[src/rtl/adc_capture_mux.sv]
// ADC / TX-loopback capture stage ahead of the DDC: optional derandomizer, glitch-free
// source switching with output blanking, loopback round/saturate, sticky clip flag, windowed peak.
module adc_capture_mux #(
    parameter int ADC_W     = 16,
    parameter int LB_W      = 27,
    parameter int BLANK_CYC = 8,
    parameter int PEAK_LOG2 = 16
) (
    input  logic              clk_i,
    input  logic              rst_i,
    input  logic [ADC_W-1:0]  data_in_adc,
    input  logic [LB_W-1:0]   data_in_tx_loopback,
    input  logic              source,
    input  logic              rand_en,
    input  logic              ovf_clr,
    output logic [ADC_W-1:0]  data_out,
    output logic              data_valid,
    output logic              source_active,
    output logic              ovf_o,
    output logic [ADC_W-2:0]  peak_o,
    output logic              peak_stb
);

    typedef enum logic [1:0] {
        RUN_ADC,
        RUN_LB,
        BLANK
    } state_t;

    localparam logic [ADC_W-1:0] MAX_POS   = {1'b0, {(ADC_W-1){1'b1}}};
    localparam logic [ADC_W-1:0] MIN_NEG   = {1'b1, {(ADC_W-1){1'b0}}};
    localparam logic [7:0]       BLANK_LEN = 8'(BLANK_CYC);

    state_t                state_q;
    logic [ADC_W-1:0]      adc_q;
    logic [ADC_W:0]        lbSlice_q;
    logic                  src_q;
    logic                  rand_q;
    logic                  fill_q;
    logic [7:0]            blankCnt_q;
    logic                  target_q;
    logic                  active_q;
    logic [ADC_W-1:0]      dataOut_q;
    logic                  valid_q;
    logic                  ovf_q;
    logic [ADC_W-2:0]      tracker_q;
    logic [ADC_W-2:0]      peak_q;
    logic                  peakStb_q;
    logic [PEAK_LOG2-1:0]  winCnt_q;

    logic [ADC_W-1:0]      adcCond;
    logic [ADC_W-1:0]      lbTop;
    logic                  lbRound;
    logic [ADC_W-1:0]      lbCond;
    logic                  emit;
    logic                  valid_d;
    logic [ADC_W-1:0]      dataOut_d;
    logic [ADC_W-1:0]      negData;
    logic [ADC_W-2:0]      mag;
    logic [ADC_W-2:0]      peakMax;
    logic                  ovfSet;

    // Only the top ADC_W bits plus the round bit of the loopback word are ever needed.
    if (LB_W > ADC_W + 1) begin : gDiscard
        logic unusedLbBits;
        assign unusedLbBits = ^data_in_tx_loopback[LB_W-ADC_W-2:0];
    end

    always_comb begin
        adcCond   = rand_q ? {adc_q[ADC_W-1:1] ^ {(ADC_W-1){adc_q[0]}}, adc_q[0]} : adc_q;
        lbTop     = lbSlice_q[ADC_W:1];
        lbRound   = lbSlice_q[0];
        lbCond    = (lbTop == MAX_POS && lbRound) ? MAX_POS
                                                  : lbTop + {{(ADC_W-1){1'b0}}, lbRound};
        // A sample is emitted when running on the matching source, or on the last blank cycle.
        emit      = ((state_q == RUN_ADC) && !src_q) ||
                    ((state_q == RUN_LB)  &&  src_q) ||
                    ((state_q == BLANK) && (src_q == target_q) && (blankCnt_q == 8'd1));
        valid_d   = emit && fill_q;
        dataOut_d = valid_d ? (src_q ? lbCond : adcCond) : '0;
        ovfSet    = valid_d && !src_q && (adcCond == MAX_POS || adcCond == MIN_NEG);
        negData   = -dataOut_d;
        if (!dataOut_d[ADC_W-1]) begin
            mag = dataOut_d[ADC_W-2:0];
        end else if (dataOut_d == MIN_NEG) begin
            mag = {(ADC_W-1){1'b1}};
        end else begin
            mag = negData[ADC_W-2:0];
        end
        peakMax   = (mag > tracker_q) ? mag : tracker_q;
    end

    always_ff @(posedge clk_i) begin
        if (rst_i) begin
            state_q    <= RUN_ADC;
            adc_q      <= '0;
            lbSlice_q  <= '0;
            src_q      <= 1'b0;
            rand_q     <= 1'b0;
            fill_q     <= 1'b0;
            blankCnt_q <= '0;
            target_q   <= 1'b0;
            active_q   <= 1'b0;
            dataOut_q  <= '0;
            valid_q    <= 1'b0;
            ovf_q      <= 1'b0;
            tracker_q  <= '0;
            peak_q     <= '0;
            peakStb_q  <= 1'b0;
            winCnt_q   <= '0;
        end else begin
            adc_q     <= data_in_adc;
            lbSlice_q <= data_in_tx_loopback[LB_W-1 -: ADC_W+1];
            src_q     <= source;
            rand_q    <= rand_en;
            fill_q    <= 1'b1;

            case (state_q)
                RUN_ADC, RUN_LB: begin
                    if (src_q != (state_q == RUN_LB)) begin
                        state_q    <= BLANK;
                        blankCnt_q <= BLANK_LEN;
                        target_q   <= src_q;
                        active_q   <= src_q;
                    end
                end
                BLANK: begin
                    // Any change of heart restarts the full blanking interval.
                    if (src_q != target_q) begin
                        target_q   <= src_q;
                        active_q   <= src_q;
                        blankCnt_q <= BLANK_LEN;
                    end else if (blankCnt_q == 8'd1) begin
                        state_q <= target_q ? RUN_LB : RUN_ADC;
                    end else begin
                        blankCnt_q <= blankCnt_q - 8'd1;
                    end
                end
                default: state_q <= RUN_ADC;
            endcase

            dataOut_q <= dataOut_d;
            valid_q   <= valid_d;

            if (ovfSet) begin
                ovf_q <= 1'b1;
            end else if (ovf_clr) begin
                ovf_q <= 1'b0;
            end

            peakStb_q <= 1'b0;
            if (valid_d) begin
                if (&winCnt_q) begin
                    peak_q    <= peakMax;
                    peakStb_q <= 1'b1;
                    tracker_q <= '0;
                    winCnt_q  <= '0;
                end else begin
                    tracker_q <= peakMax;
                    winCnt_q  <= winCnt_q + PEAK_LOG2'(1);
                end
            end
        end
    end

    assign data_out      = dataOut_q;
    assign data_valid    = valid_q;
    assign source_active = active_q;
    assign ovf_o         = ovf_q;
    assign peak_o        = peak_q;
    assign peak_stb      = peakStb_q;

endmodule

[config.mk]
export PLATFORM = sky130hd
export DESIGN_NAME = adc_capture_mux
export DESIGN_NICKNAME = d
export VERILOG_FILES = /design/src/rtl/adc_capture_mux.sv
export SDC_FILE = /design/constraint.sdc
export NUM_CORES = 1
export LEC_CHECK = 0
export CAP_MARGIN = 25
export CELL_PAD_IN_SITES_DETAIL_PLACEMENT = 0
export CELL_PAD_IN_SITES_GLOBAL_PLACEMENT = 1
export CORE_MARGIN = 2
export CORE_UTILIZATION = 35
export DETAILED_ROUTE_END_ITERATION = 7
export GPL_TIMING_DRIVEN = 0
export HOLD_SLACK_MARGIN = 0.1
export PLACE_DENSITY = 0.82
export SLEW_MARGIN = 20
export SYNTH_ARGS = -nofsm -noshare
export SYNTH_HDL_FRONTEND = slang
export SYNTH_SLANG_ARGS = --single-unit
[constraint.sdc]
create_clock -name clk_i -period 5 [get_ports clk_i]
set_input_delay 0.75 -clock clk_i [delete_from_list [all_inputs] [get_ports clk_i]]
set_output_delay 0.75 -clock clk_i [all_outputs]
set_load 0.02 [all_outputs]
### After elaboration in Yosys (flattened, before gate mapping)

Index checks and enable logic that the tools add are counted.
W data, S select, Z words.

| word-level totals | value |
|---|---|
| memories kept | 0 |
| word-level logic and storage cells | 84 |
| ROM bits | 0 |
| RAM bits | 0 |
| bits in latches | 0 |
| input bits | 48 |
| register bits | 112 |

| operators by class | value |
|---|---|
| $mul | 0 |
| divide/modulo/power cells | 0 |
| muxes and demuxes | 25 |
| add/sub/neg operators | 4 |
| reduce and logical (&&, ||, !) cells | 22 |
| equality and inequality tests | 15 |
| magnitude comparators | 1 |
| bitwise operators | 2 |
| shifts and indexed selects | 0 |

Operators by type and width:

| cell | count |
|---|---|
| $mux W16 | 5 |
| $mux W15 | 4 |
| $eq A16 B15 Y1 const B | 2 |
| $eq A16 B16 Y1 const B | 2 |
| $mux W8 | 3 |
| $reduce_and A17 Y1 | 1 |
| $add A16 B1 Y16 | 1 |
| $add A16 B1 Y16 const B | 1 |
| $pmux W8 S2 | 1 |
| $reduce_and A16 Y1 | 1 |
| $gt A15 B15 Y1 | 1 |
| $neg A15 Y15 | 1 |
| $xor A15 B15 Y15 | 1 |
| $reduce_and A3 Y1 | 3 |
| $eq A8 B1 Y1 const B | 1 |
| $logic_and A1 B1 Y1 | 8 |
| $sub A8 B1 Y8 const B | 1 |
| $mux W1 | 7 |
| $mux W2 | 3 |
| $ne A2 B1 Y1 const B | 2 |
| $ne A2 B2 Y1 const B | 2 |
| $pmux W2 S2 | 1 |
| $reduce_bool A2 Y1 | 2 |
| $reduce_or A2 Y1 | 2 |
| other kinds (10) | 13 |

### Longest topological paths before layout

| logic depth | value |
|---|---|
| depth after elaboration | 12 |
| gate-level depth with buffers | 25 |

### Worst setup path before layout

Ideal clock, no wire load.

| timing path | value |
|---|---|
| path kind | register to register |
| start | reg adc_q[0] |
| end | reg tracker_q[0] |
| stages on the path, launching flop included | 23 |
| setup slack | 0.229 ns |
| period minus slack after synthesis | 4.771 ns |
| buffers on the path | 3 |
| required time | 4.935 ns |
| data arrival time | 4.706 ns |
| path through | dfxtp_1 -> clkbuf_1 -> nand2_1 -> buf_1 -> xnor2_1 -> o221ai_1 -> ha_1 -> nand2_1 -> o32a_1 -> a2111oi_4 -> nand4_2 -> a22oi_1 -> ha_1 -> nor2b_1 -> o21a_1 -> o211ai_1 -> a21oi_1 -> o21ai_1 -> o21ai_0 -> nand2_1 -> clkbuf_1 -> a22oi_1 -> nor2_1 |

| on the way | value |
|---|---|
| word-level cells in the longest chain between the ends | 10 |
| elaborated cells on any way between the ends | 11 |

RTL lines:

| item | line | RTL |
|---|---|---|
| start, declared | 35 | `logic [ADC_W-1:0] adc_q;` |
| start signal, assigned | 112 | `adc_q <= data_in_adc;` |
| $xor A15 B15 Y15 | 70 | `adcCond = rand_q ? {adc_q[ADC_W-1:1] ^ {(ADC_W-1){adc_q[0]}}, adc_q[0]} : adc_q;` |
| $mux W16 * | 70 |  |
| $mux W16 * (2 in a row) | 80 | `dataOut_d = valid_d ? (src_q ? lbCond : adcCond) : '0;` |
| $neg A15 Y15 / $eq A16 B16 Y1 (equally long branches) | 82, 85 |  |
| $mux W15 | 85 | `end else if (dataOut_d == MIN_NEG) begin` |
| $mux W15 * | 83 | `if (!dataOut_d[ADC_W-1]) begin` |
| $gt A15 B15 Y1 | 90 | `peakMax = (mag > tracker_q) ? mag : tracker_q;` |
| $mux W15 * | 90 |  |
| $mux W15 * | 153 | `if (&winCnt_q) begin` |
| end signal, assigned | 159 | `tracker_q <= peakMax;` |
| end, declared | 46 | `logic [ADC_W-2:0] tracker_q;` |

Every way passes the cells marked *; elsewhere a longest branch is shown, timed or not.
A chain may end at the register's enable or synchronous reset.

### Worst setup path after layout

| timing path | value |
|---|---|
| start | reg blankCnt_q[2] |
| end | reg tracker_q[2] |

| on the way | value |
|---|---|
| word-level cells in the longest chain between the ends | 11 |
| elaborated cells on any way between the ends | 12 |

RTL lines:

| item | line | RTL |
|---|---|---|
| start, declared | 40 | `logic [7:0] blankCnt_q;` |
| start signal, assigned | 136 | `blankCnt_q <= blankCnt_q - 8'd1;` |
| $eq A8 B1 Y1 * | 78 | `((state_q == BLANK) && (src_q == target_q) && (blankCnt_q == 8'd1));` |
| $logic_and A1 B1 Y1 * | 78 |  |
| $logic_or A1 B1 Y1 * | 77 | `((state_q == RUN_LB) && src_q) \|\|` |
| $logic_and A1 B1 Y1 * | 79 | `valid_d = emit && fill_q;` |
| $mux W16 | 80 |  |
| $neg A15 Y15 / $eq A16 B16 Y1 (equally long branches) | 82, 85 |  |
| $mux W15 | 85 |  |
| $mux W15 | 83 |  |
| $gt A15 B15 Y1 | 90 |  |
| $mux W15 | 90 |  |
| $mux W15 | 153 |  |

Marked as above.

==> results.md <==
- Run status: finished, final reports clean
- Crit path buf inv count: 3
- Clock share of power: 32.0%
- Multi-input gate area: 3520 sq um
- Post-DR vias/cell: ~5.2
- Rows: 47
- Syn Std Cell Area: 5790 sq um
- Cell type contributing the most total cell area after synthesis: sky130_fd_sc_hd__dfxtp_1
- Combinational Power Share: between 20 and 30%
- Period minus WS final: 4.84 ns
- Diodes inserted: 0
- Max Buffers Root-to-Sink: 2
- Die width: 133 microns
- Seq cells post-synth: 112
- Post-CTS Hold Buffers: 0
- Die span in y: ~130 microns
- Maximum clock frequency: between 200 and 250 MHz
- Vias after detailed routing: around 5300
- Leakage dissipation: 0.00274 uW
- Sequence of cells on the critical path: or4_4, or4_4, nand2_8, o221ai_4, ha_2, inv_1, o32a_1, a2111oi_4, buf_6, a311oi_2, nor2_1, ha_1, a21o_1, a21o_1, a21oi_1, o21ai_1, o21ai_2, o21ai_1, nand2_2, buf_4, a22oi_1, nor2_1
- Detailed-route wire length per cell: 15.9 microns
- Clock sink total: around 110
- Total GRT Usage: a little under a fifth
- Number of distinct standard cells referenced by the synthesized netlist: between 70 and 80
- Finish-stage setup viols: 0
- Top-count cell post-synth: sky130_fd_sc_hd__dfxtp_1
- Worst IR drop on VDD: 0.000177 V
- Avg Synthesized Cell Area: ~8.5 sq um
- Post-Synthesis Net Count: 754
- # DRC: 0
- Share of async-settable or async-resettable flops after synthesis: 0%
- Core footprint: 16300 sq um
- Delay-heaviest family, CP: compound AO/OA/AOI/OAI gates
- Cell count after synthesis: 685
- Critical path launch point: blankCnt_q[2]$_SDFFE_PP0P_
- Final critical-path share of the clock period: a little over nine tenths
- Dpl hpwl: 11700 microns
- Drt initial violations: 397
- Clock buffer count from CTS: 9
- Hold Vio Cnt, Final: 0
- Cell area after layout: 7500 sq um
- Launch instance of the worst register-to-register path: blankCnt_q[2]$_SDFFE_PP0P_
- Switching Fraction: 30.3%
- Minimum setup slack after placement: -1.22 ns
- Category of the critical setup timing path: flop to flop
- Ys Warns: 0
- Maximum cell stage delay along the critical path: 0.57 ns
- Die footprint: 17600 sq um
- Total net switching power: 693 uW
- Register cell area after layout: 2240 sq um
- Area contributors post-synth: sky130_fd_sc_hd__dfxtp_1 (39%), sky130_fd_sc_hd__nor2_1 (4.9%), sky130_fd_sc_hd__xnor2_1 (4.8%), sky130_fd_sc_hd__ha_1 (4.5%), sky130_fd_sc_hd__nor2b_1 (4.0%)
- Global-route wire length before repair: 25500 microns
- Share of post-route cells with drive strength above 1: 11.6%
- Clock input transition at the sequential cells of the worst setup and hold paths: approximately 0.070 ns
- CTS H-Tree Depth: 3
- Clock tree root driver cell: sky130_fd_sc_hd__clkbuf_16
- Top-level port count: 83
- Share of the synthesized area in the top cell type: approximately two fifths
- EDFF count, synth: 0
- Placed Area: a little under 7000 sq um
- Number of nets with antenna violations after routing: 0
- IO Port Bufs: roughly 70
- Ranking of synthesized cells by instance count: sky130_fd_sc_hd__dfxtp_1 (112), sky130_fd_sc_hd__nor2_1 (76), sky130_fd_sc_hd__nand2_1 (56), sky130_fd_sc_hd__nor2b_1 (37), sky130_fd_sc_hd__inv_1 (33)
- Transition at the pin with the smallest max-transition slack: 0.845 ns
- Routability congestion estimate from global placement: 0.901
- Worst Setup End Kind: flop
- Final worst clock skew: 0.00924 ns
- Largest net degree at the start of global routing: 18
- Setup slack of the worst register-to-register path: about 0.16 ns
- Worst path setup slack after routing: 0.156 ns
- Overall overflow remaining after global route: 0
- Data arrival time of the worst path: between 5 and 6 ns
- Worst min-delay path class: flop to flop
- Most instantiated flip-flop cell in the synthesis netlist: sky130_fd_sc_hd__dfxtp_1
- Power Internal: 1590 uW
- Register area share after synthesis: 38.7%
- Worst slew margin relative to its limit: about 44%
- Number of search-and-repair iterations in the first detailed-routing pass: 5
- Antenna violations before repair: 0
- Launching element type of the critical path: flop
- Clock tree from TritonCTS: yes
- Slowest library cell on the worst path: sky130_fd_sc_hd__or4_4
- Aggregate routed wire length: 16100 microns
- Via count of the first global-routing pass: 4813
- Core utilization of the finished layout: 45.9%
- Required arrival time at the worst endpoint: around 5.3 ns
- Min-delay src: peak_o[0]$_SDFFE_PP0P_
- Count of final max-slew check failures: 0
- Sequential cell fraction of total power: 42.5%
- Filler cell count: around 1600
- Area Overhead vs Synth: 29.6%
- Total Nets Final: about 860
- Power density relative to cell area: roughly 300 nW/um^2
- Worst-path fanout max: 7
- Starting Density: 35.4%
- Number of max-cap violations: 0
- Later-pin clock latency in the skew report: around 0.36 ns
flip-flops by register name, summed over array words and instances (netlist names), 2 cells and up:
name and cells:
winCnt_q 16, blankCnt_q 8, tracker_q 15, lbSlice_q 17, peak_o 15, adc_q 16
data_out 16, state_q 2
layout make-up:
class / instances / share of cell area, %
multi-input cells: 509 / 46.9
flip-flops and latches: 112 / 29.9
repair buffers: 92 / 11.7
well taps: 220 / 3.67
clock buffers: 12 / 3.28
plain buffers: 29 / 2.22
inverters: 33 / 1.65
clock inverters: 4 / 0.700
power groups by stage:
stage                     Sequential, uW  Combinational, uW  Clock, uW
after floorplan                      989                325          0
after global placement               990                478          0
final                                972                584        732
after detailed placement             990                481          0
after global routing                 978                641        788
after CTS                            971                503        753
path summary, 6_finish.rpt:
path | to | cells after the start
max | tracker_q[2]$_SDFFE_PP0N_ | 22
min | peak_o[0]$_SDFFE_PP0P_ | 2
max reg2reg | tracker_q[2]$_SDFFE_PP0N_ | 22
min reg2reg | peak_o[0]$_SDFFE_PP0P_ | 2
tightest hold or removal path, stage by stage, from the launching register on:
cell	delay, ns
sky130_fd_sc_hd__dfxtp_1	0.31
sky130_fd_sc_hd__nand2_1	0.05
sky130_fd_sc_hd__o21ai_1	0.05
per-layer routing:
| metal | vias up | wire (microns) | track usage (%) |
|---|---|---|---|
| li1 | 2649 | - | - |
| met1 | 2432 | 7440 | 25.1 |
| met2 | 162 | 7230 | 28.2 |
| met3 | 24 | 1060 | 3.98 |
| met4 | 0 | 321 | 6.63 |
| met5 | - | 0 | 0 |
layout by cell type (no fill, tap or decap), types with 5 or more instances in the layout:
| cell | count |
|---|---|
| sky130_fd_sc_hd__nor3_1 | 12 |
| sky130_fd_sc_hd__and2_1 | 12 |
| sky130_fd_sc_hd__a22oi_1 | 5 |
| sky130_fd_sc_hd__clkbuf_1 | 16 |
| sky130_fd_sc_hd__nor2b_1 | 37 |
| sky130_fd_sc_hd__or3_1 | 8 |
| sky130_fd_sc_hd__and3_1 | 9 |
| sky130_fd_sc_hd__o21ai_0 | 25 |
| sky130_fd_sc_hd__dfxtp_1 | 111 |
| sky130_fd_sc_hd__o211ai_1 | 7 |
| sky130_fd_sc_hd__a21o_1 | 9 |
| sky130_fd_sc_hd__nand3b_1 | 5 |
| sky130_fd_sc_hd__nand2b_1 | 5 |
| sky130_fd_sc_hd__nor2_1 | 73 |
| sky130_fd_sc_hd__nand3_1 | 26 |
| sky130_fd_sc_hd__clkdlybuf4s50_1 | 72 |
| sky130_fd_sc_hd__buf_6 | 5 |
| sky130_fd_sc_hd__xor2_1 | 16 |
| sky130_fd_sc_hd__nand2_1 | 53 |
| sky130_fd_sc_hd__xnor2_1 | 31 |
| sky130_fd_sc_hd__inv_1 | 33 |
| sky130_fd_sc_hd__clkbuf_16 | 9 |
| sky130_fd_sc_hd__nand4_1 | 15 |
| sky130_fd_sc_hd__o21ai_1 | 7 |
| sky130_fd_sc_hd__ha_1 | 20 |
| sky130_fd_sc_hd__buf_4 | 22 |
| sky130_fd_sc_hd__a32oi_1 | 6 |
| sky130_fd_sc_hd__a21oi_1 | 23 |
cell families after synthesis:
group	count (synthesis)	share of synthesized area, %
XOR/XNOR	48	7.26
buffers and inverters	64	4.41
flip-flops	112	38.7
multiplexers	4	0.735
AO/OA/AOI/OAI	149	18.9
adder cells (fa/ha/maj)	21	4.54
AND/OR/NAND/NOR	287	25.4
stage by stage:
stage,cells,power [uW],setup TNS (ns),hold slack [ns]
finish,1011,2290,0,0.453
global placement,977,1470,-31.76,0.444
detailed placement,977,1470,-30.27,0.450
CTS,993,2230,0,0.460
floorplan,685,1310,0,0.432
global route,1011,2410,-0.839,0.496
timing repair:
action	4_1_cts	5_1_grt
resized for setup	23	52
buffers inserted	1	18
cloned	0	1
setup endpoints to repair	30	30
pin swaps	3	12
(Power assumes the default switching activity.)
